$ cat src/rtl/otter_branch_predictor_pkg.sv
// -----------------------------------------------------------------------------
// otter_branch_predictor_pkg
// Shared constants for the fetch-side branch predictor.
//   CTR_SNT/CTR_WNT/CTR_WT/CTR_ST : 2-bit saturating counter encodings
//   DEFAULT_ENTRIES               : default table depth
//   ctr_alloc()                   : counter value given to a freshly allocated entry
// -----------------------------------------------------------------------------
package otter_branch_predictor_pkg;

  localparam logic [1:0] CTR_SNT = 2'b00;  // strongly not taken
  localparam logic [1:0] CTR_WNT = 2'b01;  // weakly not taken
  localparam logic [1:0] CTR_WT  = 2'b10;  // weakly taken
  localparam logic [1:0] CTR_ST  = 2'b11;  // strongly taken

  localparam int DEFAULT_ENTRIES = 16;

  // A new entry starts in the weak state on the side of its first outcome.
  function automatic logic [1:0] ctr_alloc(input logic taken);
    return taken ? CTR_WT : CTR_WNT;
  endfunction

endpackage

$ cat src/rtl/otter_sat_ctr2.sv
// -----------------------------------------------------------------------------
// otter_sat_ctr2
// Combinational next-state of a 2-bit saturating counter.
// Ports:
//   ctr      in  2  current counter value
//   taken    in  1  resolved outcome (1 = count up, 0 = count down)
//   ctr_next out 2  next counter value, clamped to CTR_SNT..CTR_ST
// -----------------------------------------------------------------------------
module otter_sat_ctr2
  import otter_branch_predictor_pkg::*;
(
  input  logic [1:0] ctr,
  input  logic       taken,
  output logic [1:0] ctr_next
);

  always_comb begin
    ctr_next = ctr;
    if (taken) begin
      if (ctr != CTR_ST) ctr_next = ctr + 2'd1;
    end else begin
      if (ctr != CTR_SNT) ctr_next = ctr - 2'd1;
    end
  end

endmodule

$ cat src/rtl/otter_branch_predictor.sv
// -----------------------------------------------------------------------------
// otter_branch_predictor
// Direct-mapped branch history table (2-bit counters) plus branch target
// buffer. Lookup is combinational from the fetch PC; training happens on the
// rising clock edge from the execute-stage resolution.
//
// Optional feature macro: OTTER_BP_PERF_EN (adds update/mispredict counters).
//
// Ports:
//   i_clk               in  1   core clock
//   i_rst_n             in  1   asynchronous active-low reset
//   i_flush             in  1   invalidate every entry at the next edge
//   i_lookup_pc         in  32  fetch PC
//   o_pred_hit          out 1   valid entry with matching tag
//   o_pred_taken        out 1   predicted taken
//   o_pred_target       out 32  predicted target (0 unless predicted taken)
//   o_perf_updates      out 32  [OTTER_BP_PERF_EN] resolved branch count
//   o_perf_mispredicts  out 32  [OTTER_BP_PERF_EN] misprediction count
//   i_upd_valid         in  1   a conditional branch resolved this cycle
//   i_upd_pc            in  32  PC of the resolved branch
//   i_upd_taken         in  1   resolved outcome
//   i_upd_target        in  32  resolved taken target
//   i_upd_pred_taken    in  1   prediction originally made for this branch
// -----------------------------------------------------------------------------
module otter_branch_predictor
  import otter_branch_predictor_pkg::*;
#(
  parameter int ENTRIES = DEFAULT_ENTRIES
) (
  input  logic        i_clk,
  input  logic        i_rst_n,
  input  logic        i_flush,
  input  logic [31:0] i_lookup_pc,
  output logic        o_pred_hit,
  output logic        o_pred_taken,
  output logic [31:0] o_pred_target,
`ifdef OTTER_BP_PERF_EN
  output logic [31:0] o_perf_updates,
  output logic [31:0] o_perf_mispredicts,
`endif
  input  logic        i_upd_valid,
  input  logic [31:0] i_upd_pc,
  input  logic        i_upd_taken,
  input  logic [31:0] i_upd_target,
  input  logic        i_upd_pred_taken
);

  localparam int IDX_W = $clog2(ENTRIES);
  localparam int TAG_W = 30 - IDX_W;

  // Table state
  logic              valid_reg  [ENTRIES];
  logic [TAG_W-1:0]  tag_reg    [ENTRIES];
  logic [1:0]        ctr_reg    [ENTRIES];
  logic [31:0]       target_reg [ENTRIES];

  // Address split: word-aligned index, remaining upper bits as tag.
  logic [IDX_W-1:0]  lk_idx;
  logic [TAG_W-1:0]  lk_tag;
  logic [IDX_W-1:0]  upd_idx;
  logic [TAG_W-1:0]  upd_tag;

  assign lk_idx  = i_lookup_pc[IDX_W+1:2];
  assign lk_tag  = i_lookup_pc[31:IDX_W+2];
  assign upd_idx = i_upd_pc[IDX_W+1:2];
  assign upd_tag = i_upd_pc[31:IDX_W+2];

  // ---------------------------------------------------------------------------
  // Lookup: reads current state only, so a same-cycle update to the same
  // index is not visible until the following cycle.
  // ---------------------------------------------------------------------------
  always_comb begin
    o_pred_hit    = valid_reg[lk_idx] && (tag_reg[lk_idx] == lk_tag);
    o_pred_taken  = o_pred_hit && ctr_reg[lk_idx][1];
    o_pred_target = o_pred_taken ? target_reg[lk_idx] : 32'd0;
  end

  // ---------------------------------------------------------------------------
  // Update path
  // ---------------------------------------------------------------------------
  logic       upd_hit;
  logic [1:0] upd_ctr_next;

  assign upd_hit = valid_reg[upd_idx] && (tag_reg[upd_idx] == upd_tag);

  otter_sat_ctr2 u_sat_ctr (
    .ctr      (ctr_reg[upd_idx]),
    .taken    (i_upd_taken),
    .ctr_next (upd_ctr_next)
  );

  always_ff @(posedge i_clk or negedge i_rst_n) begin
    if (!i_rst_n) begin
      for (int i = 0; i < ENTRIES; i++) begin
        valid_reg[i]  <= 1'b0;
        tag_reg[i]    <= '0;
        ctr_reg[i]    <= CTR_WNT;
        target_reg[i] <= 32'd0;
      end
    end else if (i_flush) begin
      // Flush takes priority; any update presented this cycle is dropped.
      for (int i = 0; i < ENTRIES; i++) begin
        valid_reg[i] <= 1'b0;
        ctr_reg[i]   <= CTR_WNT;
      end
    end else if (i_upd_valid) begin
      if (upd_hit) begin
        ctr_reg[upd_idx] <= upd_ctr_next;
        if (i_upd_taken) target_reg[upd_idx] <= i_upd_target;
      end else begin
        valid_reg[upd_idx]  <= 1'b1;
        tag_reg[upd_idx]    <= upd_tag;
        ctr_reg[upd_idx]    <= ctr_alloc(i_upd_taken);
        target_reg[upd_idx] <= i_upd_taken ? i_upd_target : 32'd0;
      end
    end
  end

  // ---------------------------------------------------------------------------
  // Performance counters (saturating, survive flush)
  // ---------------------------------------------------------------------------
`ifdef OTTER_BP_PERF_EN
  logic [31:0] perf_updates_reg;
  logic [31:0] perf_mispredicts_reg;

  always_ff @(posedge i_clk or negedge i_rst_n) begin
    if (!i_rst_n) begin
      perf_updates_reg     <= 32'd0;
      perf_mispredicts_reg <= 32'd0;
    end else if (i_upd_valid) begin
      if (perf_updates_reg != 32'hFFFF_FFFF)
        perf_updates_reg <= perf_updates_reg + 32'd1;
      if ((i_upd_pred_taken != i_upd_taken) && (perf_mispredicts_reg != 32'hFFFF_FFFF))
        perf_mispredicts_reg <= perf_mispredicts_reg + 32'd1;
    end
  end

  assign o_perf_updates     = perf_updates_reg;
  assign o_perf_mispredicts = perf_mispredicts_reg;

  // Byte-offset bits never select an entry.
  logic unused_bits;
  assign unused_bits = ^{i_lookup_pc[1:0], i_upd_pc[1:0]};
`else
  // Byte-offset bits never select an entry; the carried prediction only
  // feeds the performance counters.
  logic unused_bits;
  assign unused_bits = ^{i_lookup_pc[1:0], i_upd_pc[1:0], i_upd_pred_taken};
`endif

endmodule

$ cat config.mk
export PLATFORM = sky130hd
export DESIGN_NAME = otter_branch_predictor
export DESIGN_NICKNAME = d
export VERILOG_FILES = /design/src/rtl/otter_branch_predictor_pkg.sv /design/src/rtl/otter_sat_ctr2.sv /design/src/rtl/otter_branch_predictor.sv
export SDC_FILE = /design/constraint.sdc
export NUM_CORES = 2
export LEC_CHECK = 0
export ABC_CLOCK_PERIOD_IN_PS = 12100
export CELL_PAD_IN_SITES_DETAIL_PLACEMENT = 1
export CELL_PAD_IN_SITES_GLOBAL_PLACEMENT = 1
export CORE_ASPECT_RATIO = 0.7
export CORE_MARGIN = 3
export CORE_UTILIZATION = 40
export CTS_CLUSTER_SIZE = 14
export DETAILED_ROUTE_END_ITERATION = 8
export PLACE_DENSITY_LB_ADDON = 0.15
export SLEW_MARGIN = 20
export SYNTH_ARGS = -nofsm -noshare
export SYNTH_HDL_FRONTEND = slang
export SYNTH_SLANG_ARGS = --single-unit
export TNS_END_PERCENT = 30
$ cat constraint.sdc
create_clock -name i_clk -period 12.1 [get_ports i_clk]
set_input_delay 2.42 -clock i_clk [delete_from_list [all_inputs] [get_ports i_clk]]
set_output_delay 2.42 -clock i_clk [all_outputs]
set_load 0.02 [all_outputs]
Word-level counts from Yosys, hierarchy flattened
Index checks and enable logic that the tools add are counted.
{"block": "classes", "n_bitwise": 5, "n_shift": 0, "div_mod_pow": 0, "eq_ne": 5, "mul": 0, "n_addsub": 2, "magnitude_cmp": 3, "n_mux": 48, "n_reduce_logical": 9}
{"op": "512-bit bitwise mux", "n": 2}
{"op": "512-bit 2-to-1 mux", "n": 2}
{"op": "416-bit bitwise mux", "n": 1}
{"op": "32-bit 2-to-1 mux", "n": 8}
{"op": "26-bit binary-select mux with 4-bit select", "n": 2}
{"op": "26-bit 2-to-1 mux", "n": 5}
{"op": "32-bit binary-select mux with 4-bit select", "n": 1}
{"op": "32-bit demux with 4-bit select", "n": 1}
{"op": "26-bit demux with 4-bit select", "n": 1}
{"op": "32-bit bitwise mux", "n": 2}
{"op": "26-bit == test", "n": 2}
{"op": "16-bit 2-to-1 mux", "n": 3}
{"op": "2-bit 2-to-1 mux", "n": 9}
{"op": "2-bit binary-select mux with 4-bit select", "n": 2}
{"op": "16-bit OR", "n": 1}
{"op": "5-bit greater-or-equal comparator (second input constant)", "n": 2}
{"op": "4-bit NOT with 5-bit output", "n": 2}
{"op": "1-bit binary-select mux with 4-bit select", "n": 2}
{"op": "2-bit demux with 4-bit select", "n": 1}
{"op": "2-bit inequality test (second input constant)", "n": 3}
{"op": "3-bit AND reduction", "n": 2}
{"op": "5-bit by 1-bit < comparator with 1-bit output (second input constant)", "n": 1}
{"op": "1-bit 2-to-1 mux", "n": 5}
{"op": "1-bit demux with 4-bit select", "n": 1}
{"op": "other kinds (6)", "n": 11}
{"block": "word_totals", "rom_bits": 0, "regBits": 976, "word_cells": 136, "inputBits": 102, "mem_bits_rw": 0, "latch_bits": 0, "memories": 0}

Depth between registers and ports, before layout
{"block": "logic_depth", "depth_word": 11, "ltp_mapped": 18, "depth_no_buf": 9}

Modules after synthesis
From an unflattened synthesis, not the netlist that was laid out.
{"block": "unflattened", "cells_unflattened": 3279, "area_unflattened_um2": 49067.1}
{"mod": "otter_branch_predictor", "cells_each": 3276, "area_each_um2": 49040.8, "seq_area_each_um2": 24443.4, "n_inst": 1}
{"mod": "otter_sat_ctr2", "cells_each": 3, "area_each_um2": 26.3, "seq_area_each_um2": 0.0, "n_inst": 1}

Least setup slack after synthesis
No wires, ideal clock.
{"block": "synth_timing", "kind": "input -> output", "start": "input port i_lookup_pc[3]", "end": "output port o_pred_target[23]", "setup_slack_ns": 3.704, "cell_stages": 11, "path_buffers": 5, "t_arrival_ns": 5.976, "t_required_ns": 9.680, "cell_sequence": "buf_2 buf_1 buf_1 buf_1 mux4_2 mux4_2 xnor2_1 nand4_1 nor4_1 clkbuf_1 and3_1"}
{"block": "synth_via", "elab_chain_len": 8, "elab_cells_between_ends": 17, "cone_classes": "eq/ne (1); mux (13); bitwise (1); reduce/logical (2)"}
{"item": "from (decl)", "line": "otter_branch_predictor.sv:33", "source": "input logic [31:0] i_lookup_pc,"}
{"item": "4-bit NOT with 5-bit output (implied by the code) *", "line": "otter_branch_predictor.sv:73", "source": "o_pred_hit = valid_reg[lk_idx] && (tag_reg[lk_idx] == lk_tag);"}
{"item": "26-bit binary-select mux with 4-bit select", "line": "otter_branch_predictor.sv:73"}
{"item": "26-bit 2-to-1 mux (implied by the code) (2 in series)", "line": "otter_branch_predictor.sv:73"}
{"item": "26-bit == test", "line": "otter_branch_predictor.sv:73"}
{"item": "1-bit logical AND *", "line": "otter_branch_predictor.sv:73"}
{"item": "named net o_pred_hit", "line": "otter_branch_predictor.sv:34", "source": "output logic o_pred_hit,"}
{"item": "1-bit logical AND *", "line": "otter_branch_predictor.sv:74", "source": "o_pred_taken = o_pred_hit && ctr_reg[lk_idx][1];"}
{"item": "32-bit 2-to-1 mux *", "line": "otter_branch_predictor.sv:75", "source": "o_pred_target = o_pred_taken ? target_reg[lk_idx] : 32'd0;"}
{"item": "to (decl)", "line": "otter_branch_predictor.sv:36", "source": "output logic [31:0] o_pred_target,"}
The timed path passes the listed nets; every way through them passes the cells marked *. The select of a mux whose other input is x is not followed.

Worst setup path after layout
{"block": "layout_timing", "start": "input port i_lookup_pc[2]", "end": "output port o_pred_target[3]"}
{"block": "layout_via", "elab_chain_len": 8, "elab_cells_between_ends": 17, "cone_classes": "eq/ne (1); mux (13); bitwise (1); reduce/logical (2)"}
{"item": "4-bit NOT with 5-bit output (implied by the code) *", "line": "otter_branch_predictor.sv:73, otter_branch_predictor.sv:74, otter_branch_predictor.sv:75"}
{"item": "26-bit binary-select mux with 4-bit select", "line": "otter_branch_predictor.sv:73"}
{"item": "26-bit 2-to-1 mux (implied by the code) (2 in series)", "line": "otter_branch_predictor.sv:73"}
{"item": "26-bit == test", "line": "otter_branch_predictor.sv:73"}
{"item": "1-bit logical AND", "line": "otter_branch_predictor.sv:73"}
{"item": "1-bit logical AND", "line": "otter_branch_predictor.sv:74"}
{"item": "32-bit 2-to-1 mux *", "line": "otter_branch_predictor.sv:75"}
Mark *: on every way between the ends. The rest lies on a longest branch, timed or not. The select of a mux whose other input is x is not followed.

==> run_results.csv <==
group,metric,value,unit
global_routing,grt_max_degree,198,
finish,largest_register_ffs,512,
clocking,clk_pin_slew_worst_paths,60,ps
finish,n_fill_cell,11700,
detailed_routing,viasPerCell,6.63,
die,core-area,0.120,mm²
setup_path,critical_path.endpoint_type,"output pin",
sta,finalMaxSlewViolations,0,
setup_path,required,9680,ps
finish,final_common_cell,"dfrtp_1",
clocking,clock_path_buffers,3,
die,die_h,298,µm
clocking,cts_tree,"done",
detailed_routing,drt-total-wl,173000,µm
die,start_util,0.406,
clocking,cts_setup_buffers,0,
setup_path,worst_setup_path_start_kind,"input port",
logic_synthesis,synth-edff-count,0,
sta,fin_setup_tns,0,ps
logic_synthesis,synth_top_cell_by_area,"dfrtp_1",
min_path,hp-class,"reg2reg",
pwr,leakagePower,23.9,nW
finish,finish.utilization,0.455,
clocking,cts_hold_buf,0,
place,port_buffers,130,
finish,drive_gt1_frac,0.334,
clocking,clock_latency,700,ps
sta,slew_headroom,0.241,
detailed_routing,ant_nets,0,
global_routing,grt_pass1_wl,256000,µm
die,core.rowCount,106,
finish,final_cell_mix,"960 x dfrtp_1, 515 x a22o_1, 412 x mux2_2",
sta,clock_skew,23.8,ps
sta,setup_violations,0,
logic_synthesis,synth_top_area_frac,0.493,
clocking,cts-root-buf,"clkbuf_16",
detailed_routing,route.detailed.wl_per_inst,34.7,µm
setup_path,worstPathMaxFanout,69,
logic_synthesis,yosys-top-cells-area,"dfrtp_1 49%, mux4_2 17%, mux2_2 9.5%, a22o_1 9.3%, mux2i_1 2.2%",
finish,areaGrowthSynthToFinish,12.1,%
setup_path,crit_type,"in2out",
place,dp_hpwl,99000,µm
logic_synthesis,synth_flop_cell,"dfrtp_1",
clocking,cts_buffers,103,
logic_synthesis,syn_nets,3442,
logic_synthesis,ys_warn_count,0,
logic_synthesis,syn_area,0.0487,mm²
detailed_routing,drt-pass1-iter-count,5,
sta,hold_violations,0,
sta,fmax,102,MHz
flow_run,maxCapViolCount,0,
finish,design_area,0.0546,mm²
detailed_routing,drt_drc_violations_left,0,
die,die_x,423,µm
clocking,cts_num_sinks,976,
detailed_routing,vias,33100,
die,io-pin-count,136,
sta,min_period_over_period,0.808,
outcome,status,"finished, final reports clean",
logic_synthesis,avgSynthCellArea,14.6,µm²
logic_synthesis,syn_inst,3340,
place,gp_congestion,0.845,
logic_synthesis,synth.distinct_cells,79,
logic_synthesis,ys_seq_area_frac,0.502,
die,die_area,0.126,mm²
clocking,cts_max_level,3,
global_routing,grt_util_all_layers,0.273,
sta,worst_pin_slew,1140,ps
pwr,peakVddDrop,0.104,mV
detailed_routing,initialDrtViolationCount,3581,
finish,final_nets,3382,
pwr,p_per_area,163,mW/mm²
place,placed_area,0.0512,mm²
setup_path,cp.arrival,7360,ps
logic_synthesis,ys_ff_latch,976,
global_routing,antenna_found_initial,13,
sta,rsz0062_at_grt,"no",
global_routing,grt.overflow.total,0,
clocking,post_cts_resized,0,
global_routing,grt_pass1_vias,35600,
logic_synthesis,synth-async-reset-ratio,1.00,
sta,fin_crit,9780,ps
==> power by group <==
part / internal [mW] / total [mW] / switching, mW
Combinational: 0.851 / 1.55 / 0.696
Clock: 1.87 / 3.26 / 1.39
Sequential: 3.75 / 4.10 / 0.350
Total: 6.47 / 8.90 / 2.43
==> critical path: stages <==
cell,delay [ps]
buf_8,640
buf_4,440
mux4_2,560
mux4_2,550
xnor2_1,170
nand4_1,190
or4_1,720
nor4_2,190
buf_4,450
and3_1,260
clkdlybuf4s50_1,610
==> layer usage <==
metal,routed length [µm],GRT usage,share of wire
met1,77200,0.403,0.45
met2,78400,0.410,0.45
met5,0,0,0
met4,4380,0.0740,0.025
met3,13300,0.0560,0.077
==> kinds of logic after synthesis <==
group,Yosys count,share of synthesized area
AO/OA/AOI/OAI,734,0.128
buffers and inverters,427,0.0420
XOR/XNOR,40,0.00719
flip-flops,976,0.502
AND/OR/NAND/NOR,256,0.0286
multiplexers,907,0.293
==> final timing paths <==
kind                                 from               end  slack, ps  cells after the start
setup reg to reg             tag_reg[320]   target_reg[201]       6950                     10
hold / removal                ctr_reg[20]       ctr_reg[20]        490                      2
setup / recovery           i_lookup_pc[2]  o_pred_target[3]       2320                     11
hold reg to reg               ctr_reg[20]       ctr_reg[20]        490                      2
max in group asynchronous         i_rst_n    target_reg[20]       8090                      3
min in group asynchronous         i_rst_n      tag_reg[346]       1810                      1
==> final cells by class <==
cell class                      count  area (µm²)  share of cell area
Antenna cell                        8        20.0            0.000366
Clock buffer                      161        3070              0.0561
Clock inverter                     27         360             0.00660
Inverter                           40         150             0.00275
Multi-Input combinational cell   1937       22500               0.412
Sequential cell                   976       24400               0.447
Tap cell                         1620        2030              0.0371
Timing Repair Buffer              222        2080              0.0381
==> synth_stat cells, drive strengths merged (17+ instances only) <==
cell type	number
nand4	17
and3	44
dfrtp	960
a21oi	23
a21o	22
mux2i	105
clkbuf	150
a22oi	34
o21ai	25
nor3	26
nand3	18
inv	40
buf	237
a22o	515
xnor2	35
mux2	430
nand2	49
mux4	372
nor2	57
==> per-stage QoR <==
step	setup slack [ps]	hold slack [ps]	power [mW]	cells
6_report	2320	490	8.90	4991
5_1_grt	2110	507	9.26	4989
4_1_cts	2290	489	8.94	4982
3_5_place_dp	2280	463	5.67	4794
3_3_place_gp	2370	464	5.56	4794
2_1_floorplan	3700	448	5.11	3340
(Power assumes the default switching activity.)
